===== src/rtl/uart_pkg.sv =====
// Shared constants for the memory-mapped UART transmitter:
// register offsets, STATUS bit positions, FSM encoding, reset divider.
package uart_pkg;

    localparam logic [1:0] REG_TXDATA   = 2'd0;
    localparam logic [1:0] REG_STATUS   = 2'd1;
    localparam logic [1:0] REG_BAUD_DIV = 2'd2;

    localparam int ST_BUSY   = 0;
    localparam int ST_FULL   = 1;
    localparam int ST_EMPTY  = 2;
    localparam int ST_OVF    = 3;
    localparam int ST_CNT_LO = 4;
    localparam int ST_CNT_HI = 10;

    localparam logic [1:0] S_IDLE  = 2'd0;
    localparam logic [1:0] S_START = 2'd1;
    localparam logic [1:0] S_DATA  = 2'd2;
    localparam logic [1:0] S_STOP  = 2'd3;

    // Clocks per bit after reset, clamped into the 16-bit register.
    function automatic logic [15:0] default_div(
        input int unsigned clk_hz,
        input int unsigned baud
    );
        int unsigned d;
        d = clk_hz / baud;
        if (d == 0)
            d = 1;
        if (d > 65535)
            d = 65535;
        return d[15:0];
    endfunction

endpackage


===== src/rtl/mmio_uart_tx_if.sv =====
// Single-cycle data-bus port as seen by the UART transmitter.
// The core drives the request side; the peripheral returns read data.
interface mmio_uart_tx_if;

    logic        data_req;
    logic        data_we;
    logic [3:0]  data_be;
    logic [31:0] data_addr;
    logic [31:0] data_wdata;
    logic [31:0] data_rdata;

    modport master (
        output data_req,
        output data_we,
        output data_be,
        output data_addr,
        output data_wdata,
        input  data_rdata
    );

    modport slave (
        input  data_req,
        input  data_we,
        input  data_be,
        input  data_addr,
        input  data_wdata,
        output data_rdata
    );

endinterface


===== src/rtl/uart_tx_fifo.sv =====
// Synchronous FIFO with extra-bit pointers; full/empty from pointer compare.
// Push when full and pop when empty are ignored.
module uart_tx_fifo #(
    parameter int unsigned DEPTH = 8,
    parameter int unsigned WIDTH = 8,
    localparam int unsigned AW = $clog2(DEPTH)
) (
    input  logic             clk,
    input  logic             reset,
    input  logic             push,
    input  logic             pop,
    input  logic [WIDTH-1:0] wdata,
    output logic [WIDTH-1:0] rdata,
    output logic             full,
    output logic             empty,
    output logic [AW:0]      count
);

    localparam logic [AW:0] ONE = {{AW{1'b0}}, 1'b1};

    logic [WIDTH-1:0] mem [DEPTH];
    logic [AW:0]      wptr;
    logic [AW:0]      rptr;
    logic             do_push;
    logic             do_pop;

    assign do_push = push & ~full;
    assign do_pop  = pop & ~empty;

    assign empty = (wptr == rptr);
    assign full  = (wptr[AW] != rptr[AW]) &&
                   (wptr[AW-1:0] == rptr[AW-1:0]);
    assign count = wptr - rptr;
    assign rdata = mem[rptr[AW-1:0]];

    always_ff @(posedge clk) begin
        if (reset) begin
            wptr <= '0;
            rptr <= '0;
        end else begin
            if (do_push)
                wptr <= wptr + ONE;
            if (do_pop)
                rptr <= rptr + ONE;
        end
    end

    always_ff @(posedge clk) begin
        if (do_push)
            mem[wptr[AW-1:0]] <= wdata;
    end

endmodule


===== src/rtl/mmio_uart_tx.sv =====
// Memory-mapped 8N1 UART transmitter: bus decode, registers,
// baud counter and frame FSM around a small TX FIFO.
module mmio_uart_tx
    import uart_pkg::*;
#(
    parameter logic [31:0] BASE_ADDR  = 32'h2000_0100,
    parameter int unsigned CLK_HZ     = 125000000,
    parameter int unsigned BAUD       = 115200,
    parameter int unsigned FIFO_DEPTH = 8
) (
    input  logic clk,
    input  logic reset,
    mmio_uart_tx_if.slave bus,
    output logic uart_txd,
    output logic tx_busy
);

    localparam int unsigned AW = $clog2(FIFO_DEPTH);
    localparam logic [15:0] DIV_RST = default_div(CLK_HZ, BAUD);

    logic        sel;
    logic [1:0]  off;
    logic        wr;
    logic        wr_tx;
    logic        ovf;
    logic        ovf_set;
    logic        ovf_clr;
    logic [15:0] baud_div;
    logic [15:0] div_eff;
    logic [15:0] reload;
    logic [15:0] cnt;
    logic        bit_end;
    logic [1:0]  state;
    logic [2:0]  idx;
    logic [7:0]  shift;
    logic [7:0]  fifo_rdata;
    logic        fifo_full;
    logic        fifo_empty;
    logic [AW:0] fifo_count;
    logic        pop;
    logic        unused_bits;

    assign sel   = bus.data_addr[31:4] == BASE_ADDR[31:4];
    assign off   = bus.data_addr[3:2];
    assign wr    = bus.data_req & bus.data_we & sel;
    assign wr_tx = wr & (off == REG_TXDATA) & bus.data_be[0];

    // Full is the pre-edge value, so a same-cycle pop never rescues a push.
    assign ovf_set = wr_tx & fifo_full;
    assign ovf_clr = wr & (off == REG_STATUS) & bus.data_be[0] &
                     bus.data_wdata[ST_OVF];

    assign div_eff = (baud_div == 16'd0) ? 16'd1 : baud_div;
    assign reload  = div_eff - 16'd1;
    assign bit_end = (cnt == 16'd0);

    assign pop = ~fifo_empty &
                 ((state == S_IDLE) | ((state == S_STOP) & bit_end));

    assign tx_busy = (state != S_IDLE) | ~fifo_empty;

    assign unused_bits = &{1'b0, bus.data_wdata[31:16],
                           bus.data_addr[1:0], bus.data_be[3:2]};

    uart_tx_fifo #(
        .DEPTH (FIFO_DEPTH),
        .WIDTH (8)
    ) u_fifo (
        .clk   (clk),
        .reset (reset),
        .push  (wr_tx),
        .pop   (pop),
        .wdata (bus.data_wdata[7:0]),
        .rdata (fifo_rdata),
        .full  (fifo_full),
        .empty (fifo_empty),
        .count (fifo_count)
    );

    always_ff @(posedge clk) begin
        if (reset) begin
            ovf <= 1'b0;
        end else if (ovf_set) begin
            ovf <= 1'b1;
        end else if (ovf_clr) begin
            ovf <= 1'b0;
        end
    end

    always_ff @(posedge clk) begin
        if (reset) begin
            baud_div <= DIV_RST;
        end else if (wr && off == REG_BAUD_DIV) begin
            if (bus.data_be[0])
                baud_div[7:0] <= bus.data_wdata[7:0];
            if (bus.data_be[1])
                baud_div[15:8] <= bus.data_wdata[15:8];
        end
    end

    // uart_txd is loaded with the level of the state being entered,
    // so the pin changes on the same edge as the state register.
    always_ff @(posedge clk) begin
        if (reset) begin
            state    <= S_IDLE;
            uart_txd <= 1'b1;
            cnt      <= '0;
            idx      <= '0;
            shift    <= '0;
        end else begin
            unique case (state)
                S_IDLE: begin
                    uart_txd <= 1'b1;
                    if (!fifo_empty) begin
                        shift    <= fifo_rdata;
                        state    <= S_START;
                        uart_txd <= 1'b0;
                        cnt      <= reload;
                    end
                end
                S_START: begin
                    if (bit_end) begin
                        state    <= S_DATA;
                        idx      <= 3'd0;
                        uart_txd <= shift[0];
                        cnt      <= reload;
                    end else begin
                        cnt <= cnt - 16'd1;
                    end
                end
                S_DATA: begin
                    if (bit_end) begin
                        shift <= shift >> 1;
                        cnt   <= reload;
                        if (idx == 3'd7) begin
                            state    <= S_STOP;
                            uart_txd <= 1'b1;
                        end else begin
                            idx      <= idx + 3'd1;
                            uart_txd <= shift[1];
                        end
                    end else begin
                        cnt <= cnt - 16'd1;
                    end
                end
                S_STOP: begin
                    if (bit_end) begin
                        if (!fifo_empty) begin
                            shift    <= fifo_rdata;
                            state    <= S_START;
                            uart_txd <= 1'b0;
                            cnt      <= reload;
                        end else begin
                            state    <= S_IDLE;
                            uart_txd <= 1'b1;
                        end
                    end else begin
                        cnt <= cnt - 16'd1;
                    end
                end
                default: begin
                    state    <= S_IDLE;
                    uart_txd <= 1'b1;
                end
            endcase
        end
    end

    always_comb begin
        bus.data_rdata = '0;
        if (bus.data_req && sel) begin
            unique case (off)
                REG_STATUS: begin
                    bus.data_rdata[ST_BUSY]  = tx_busy;
                    bus.data_rdata[ST_FULL]  = fifo_full;
                    bus.data_rdata[ST_EMPTY] = fifo_empty;
                    bus.data_rdata[ST_OVF]   = ovf;
                    bus.data_rdata[ST_CNT_HI:ST_CNT_LO] = 7'(fifo_count);
                end
                REG_BAUD_DIV: begin
                    bus.data_rdata[15:0] = baud_div;
                end
                default: begin
                    bus.data_rdata = '0;
                end
            endcase
        end
    end

endmodule

===== src/flat_wrapper.sv =====
// flat-port wrapper written by rule: the top's interface ports become plain ports
module mmio_uart_tx_flat import uart_pkg::*;
#(
    parameter logic [31:0] BASE_ADDR  = 32'h2000_0100,
    parameter int unsigned CLK_HZ     = 125000000,
    parameter int unsigned BAUD       = 115200,
    parameter int unsigned FIFO_DEPTH = 8
)
  (clk, reset, uart_txd, tx_busy, bus_data_req, bus_data_we, bus_data_be, bus_data_addr, bus_data_wdata, bus_data_rdata);
  mmio_uart_tx_if bus_i ();
  input  logic clk;
  input  logic reset;
  output logic uart_txd;
  output logic tx_busy;
  input wire logic [$bits(bus_i.data_req)-1:0] bus_data_req;
  input wire logic [$bits(bus_i.data_we)-1:0] bus_data_we;
  input wire logic [$bits(bus_i.data_be)-1:0] bus_data_be;
  input wire logic [$bits(bus_i.data_addr)-1:0] bus_data_addr;
  input wire logic [$bits(bus_i.data_wdata)-1:0] bus_data_wdata;
  output wire logic [$bits(bus_i.data_rdata)-1:0] bus_data_rdata;
  assign bus_i.data_req = bus_data_req;
  assign bus_i.data_we = bus_data_we;
  assign bus_i.data_be = bus_data_be;
  assign bus_i.data_addr = bus_data_addr;
  assign bus_i.data_wdata = bus_data_wdata;
  assign bus_data_rdata = bus_i.data_rdata;
  mmio_uart_tx #(.BASE_ADDR(BASE_ADDR), .CLK_HZ(CLK_HZ), .BAUD(BAUD), .FIFO_DEPTH(FIFO_DEPTH)) u_core (.clk(clk), .reset(reset), .bus(bus_i), .uart_txd(uart_txd), .tx_busy(tx_busy));
endmodule

===== config.mk =====
export PLATFORM = sky130hd
export DESIGN_NAME = mmio_uart_tx_flat
export DESIGN_NICKNAME = d
export VERILOG_FILES = /design/src/rtl/uart_pkg.sv /design/src/rtl/mmio_uart_tx_if.sv /design/src/rtl/uart_tx_fifo.sv /design/src/rtl/mmio_uart_tx.sv /design/src/flat_wrapper.sv
export SDC_FILE = /design/constraint.sdc
export NUM_CORES = 1
export LEC_CHECK = 0
export ABC_AREA = 0
export CORE_UTILIZATION = 33
export CTS_CLUSTER_DIAMETER = 30
export DETAILED_ROUTE_END_ITERATION = 10
export PLACE_DENSITY_LB_ADDON = 0.05
export RECOVER_POWER = 25
export SYNTH_ARGS = -nofsm -noshare
export SYNTH_HDL_FRONTEND = slang
export SYNTH_SLANG_ARGS = --single-unit

===== constraint.sdc =====
create_clock -name clk -period 5.68 [get_ports clk]
set_input_delay 1.136 -clock clk [delete_from_list [all_inputs] [get_ports clk]]
set_output_delay 1.136 -clock clk [all_outputs]
set_load 0.02 [all_outputs]

==> flow_metrics.env <==
export IMPL_grt_pass1_wl_mm=26.9
export IMPL_cts_hold_buf=0
export IMPL_max_slew_margin_pct=26.7
export IMPL_ys_types=57
export IMPL_cts_max_path_buffers=2
export IMPL_final_antenna_net_count=0
export IMPL_p_total_mw=3.59
export IMPL_r2r_end="u_core.cnt[8]"
export IMPL_cts_tree="yes"
export IMPL_cts_buffers=17
export IMPL_fillers=1821
export IMPL_finalNetCount=760
export IMPL_drc=0
export IMPL_slew_viol_final=0
export IMPL_synth_seq_area_share_pct=48.5
export IMPL_comb_power_share_pct=40.8
export IMPL_cap_violations=0
export IMPL_rows=50
export IMPL_critPathArrivalTime_ps=3640
export IMPL_pre_cts_slack_ps=847
export IMPL_syn_avg_cell_area_sq_um=10.5
export IMPL_ios=106
export IMPL_critPathRequiredTime_ps=4540
export IMPL_antenna_found_initial=0
export IMPL_grt_start_max_net_pins=44
export IMPL_clock_sinks=122
export IMPL_htree_levels=4
export IMPL_overflow=0
export IMPL_drt_first_pass_iters=4
export IMPL_initial_core_util_pct=33.8
export IMPL_gp_congestion=0.798
export IMPL_vias=4785
export IMPL_crit_path_end_kind="primary output"
export IMPL_ir_drop_mv=0.230
export IMPL_cts_resized=0
export IMPL_fin_util_pct=41.4
export IMPL_setup_slack_ps=904
export IMPL_worstSetupPathType="primary input to primary output"
export IMPL_grt_setup_unrepaired="false"
export IMPL_grt_util_all_layers_pct=17.9
export IMPL_stdcell_area_sq_um=7800
export IMPL_p_clk_share_pct=29.4
export IMPL_grt_pass1_vias=4893
export IMPL_place_inst=910
export IMPL_fin_cells=941
export IMPL_p_int_mw=2.18
export IMPL_insertion_delay_ps=420
export IMPL_r2r_slack_ps=2330
export IMPL_power_net_switching_mw=1.42
export IMPL_worst_slew_pin_slew_ps=1100
export IMPL_power_density_nw_per_um2=461
export IMPL_holdWs_ps=468
export IMPL_total_leakage_power_nw=2.66
export IMPL_die_area_sq_um=19800
export IMPL_drt_initial_drc_count=241
export IMPL_die_x_microns=141
export IMPL_clockRootBuffer="clkbuf_16"
export IMPL_final_seq_area_sq_um=3080
export IMPL_synthCells=608
export IMPL_cts_setup_buffers=0
export IMPL_dp_hpwl_mm=11.8
export IMPL_cp_start_kind="primary input"
export IMPL_final_setup_skew_ps=9.88
export IMPL_vias_per_cell=5.09
export IMPL_cp_max_fo=10
export IMPL_synthToLayoutAreaGrowth_pct=22.6
export IMPL_placedInstanceArea_sq_um=7230
export IMPL_finalSetupTns_ps=0
export IMPL_coreArea_sq_um=18800
export IMPL_setup_viol=0
export IMPL_netlist_area_sq_um=6360
export IMPL_min_delay_worst_endpoint="u_core.uart_txd"
export IMPL_fmax_ghz=0.209
export IMPL_n_antenna_cell=0
export IMPL_worstHoldStart="u_core.uart_txd"
export IMPL_ff2ff_path_depth=11
export IMPL_async_flop_share_pct=0
export IMPL_synth_seq_cells=122
export IMPL_fin_crit_sh_pct=84.1
export IMPL_run_status="finished, final reports clean"
export IMPL_synth_top_flop_cell="edfxtp_1"
export IMPL_p_sw_share_pct=39.4
export IMPL_hold_depth=1
export IMPL_hold_viol_final=0
export IMPL_drt_wirelength_per_cell_microns=17.5
export IMPL_multi_input_area_sq_um=3020
export IMPL_synth_edf_count=64
export IMPL_port_buffers=69
export IMPL_r2r_start="u_core.baud_div[4]"
export IMPL_hold_class="flop to flop"
export IMPL_drive_gt1_share_pct=8.66
export IMPL_wl_mm=16.5
export IMPL_cts_clk_slew_worst_paths_ps=60
export IMPL_die_h_microns=141
export IMPL_yosysWarnings=0
export IMPL_final_min_clock_period_ps=4780
export IMPL_power_frac_seq_pct=29.8
metal layers:
| metal | track usage (%) | up-vias | wire length, microns |
|---|---|---|---|
| met4 | 4.86 | 0 | 138 |
| met5 | 0 | - | 0 |
| li1 | - | 2342 | - |
| met3 | 4.28 | 10 | 712 |
| met2 | 28.2 | 124 | 7530 |
| met1 | 24.4 | 2309 | 8130 |
power by group through the flow:
stage                     registers, mW  logic (mW)  clock network [mW]
after CTS                          1.07        1.47                1.08
after floorplan                    1.06        1.13                   0
after detailed placement           1.09        1.47                   0
final                              1.07        1.47                1.06
after global placement             1.09        1.45                   0
after global routing               1.08        1.64                1.11
kinds of logic (layout without fill, tap and decap cells):
group	after synthesis	after routing	synth area share [%]
buffers and inverters	67	125	5.05
AND/OR/NAND/NOR	213	213	16.9
XOR/XNOR	26	26	3.58
flip-flops	122	122	48.5
multiplexers	48	48	10.7
other	1	16	0.0589
AO/OA/AOI/OAI	112	112	11.4
adder cells (fa/ha/maj)	19	19	3.85
worst max path at each step:
stage	to	slack (ps)	from	cells past startpoint
6_report	bus_data_rdata[9]	900	bus_data_addr[10]	6
5_1_grt	bus_data_rdata[9]	560	bus_data_addr[12]	6
4_1_cts	bus_data_rdata[9]	830	bus_data_addr[10]	6
3_5_place_dp	bus_data_rdata[9]	850	bus_data_addr[10]	6
3_3_place_gp	bus_data_rdata[9]	850	bus_data_addr[12]	6
2_1_floorplan	bus_data_rdata[10]	2170	bus_data_addr[2]	6
sequential cells by signal, indices dropped and copies added, names as in the netlist, named ones only:
signal / cells
u_core.u_fifo.wptr: 4
u_core.cnt: 16
u_core.idx: 3
u_core.ovf: 1
u_core.u_fifo.rptr: 4
u_core.state: 2
u_core.baud_div: 16
u_core.shift: 8
u_core.uart_txd: 1
u_core.u_fifo.mem: 64
area by class of cell:
cell class,instances,area share [%]
Timing Repair Buffer,74,9.27
Clock buffer,17,5.45
Sequential cell,122,39.5
Multi-Input combinational cell,434,38.8
Clock inverter,14,1.88
Inverter,20,0.962
Tap cell,260,4.17
critical path, stage by stage:
cell and delay (ps):
clkdlybuf4s50_1 400, nor4b_1 290, nand4_1 270, nor3_1 700
and2_1 220, clkdlybuf4s50_1 620
layout by cell type (no fill, tap or decap), types with 5 or more instances in the layout:
master / instances
a211o_1: 8
and2_1: 11
edfxtp_1: 64
nand2_1: 35
nor2_1: 78
xnor2_1: 15
nand4_1: 6
clkdlybuf4s50_1: 61
o21ai_0: 29
dlygate4sd3_1: 7
dfxtp_1: 58
buf_4: 5
nor3_1: 14
mux4_2: 16
ha_1: 18
mux2i_1: 32
a22oi_1: 13
conb_1: 16
nand3_1: 5
or3_1: 10
or4_1: 6
a211oi_1: 5
clkbuf_16: 17
xor2_1: 11
nor2b_1: 7
nor4_1: 12
inv_1: 20
a21oi_1: 24
cells in the mapped netlist (8+ instances only):
cell | instances | share of area, %
inv_1 | 20 | 1.2
xnor2_1 | 15 | 2.1
nor3_1 | 16 | 1.3
clkbuf_1 | 23 | 1.4
buf_4 | 16 | 1.9
mux2i_1 | 32 | 5.0
nor4_1 | 12 | 1.2
mux4_2 | 16 | 5.7
o21ai_0 | 29 | 2.3
and2_1 | 11 | 1.1
or3_1 | 10 | 0.98
dfxtp_1 | 58 | 18
a211o_1 | 8 | 1.1
nand2_1 | 35 | 2.1
edfxtp_1 | 64 | 30
a21oi_1 | 24 | 1.9
xor2_1 | 11 | 1.5
ha_1 | 18 | 3.5
nor2_1 | 78 | 4.6
a22oi_1 | 13 | 1.5
No activity file was read; power rests on OpenSTA's default activity.
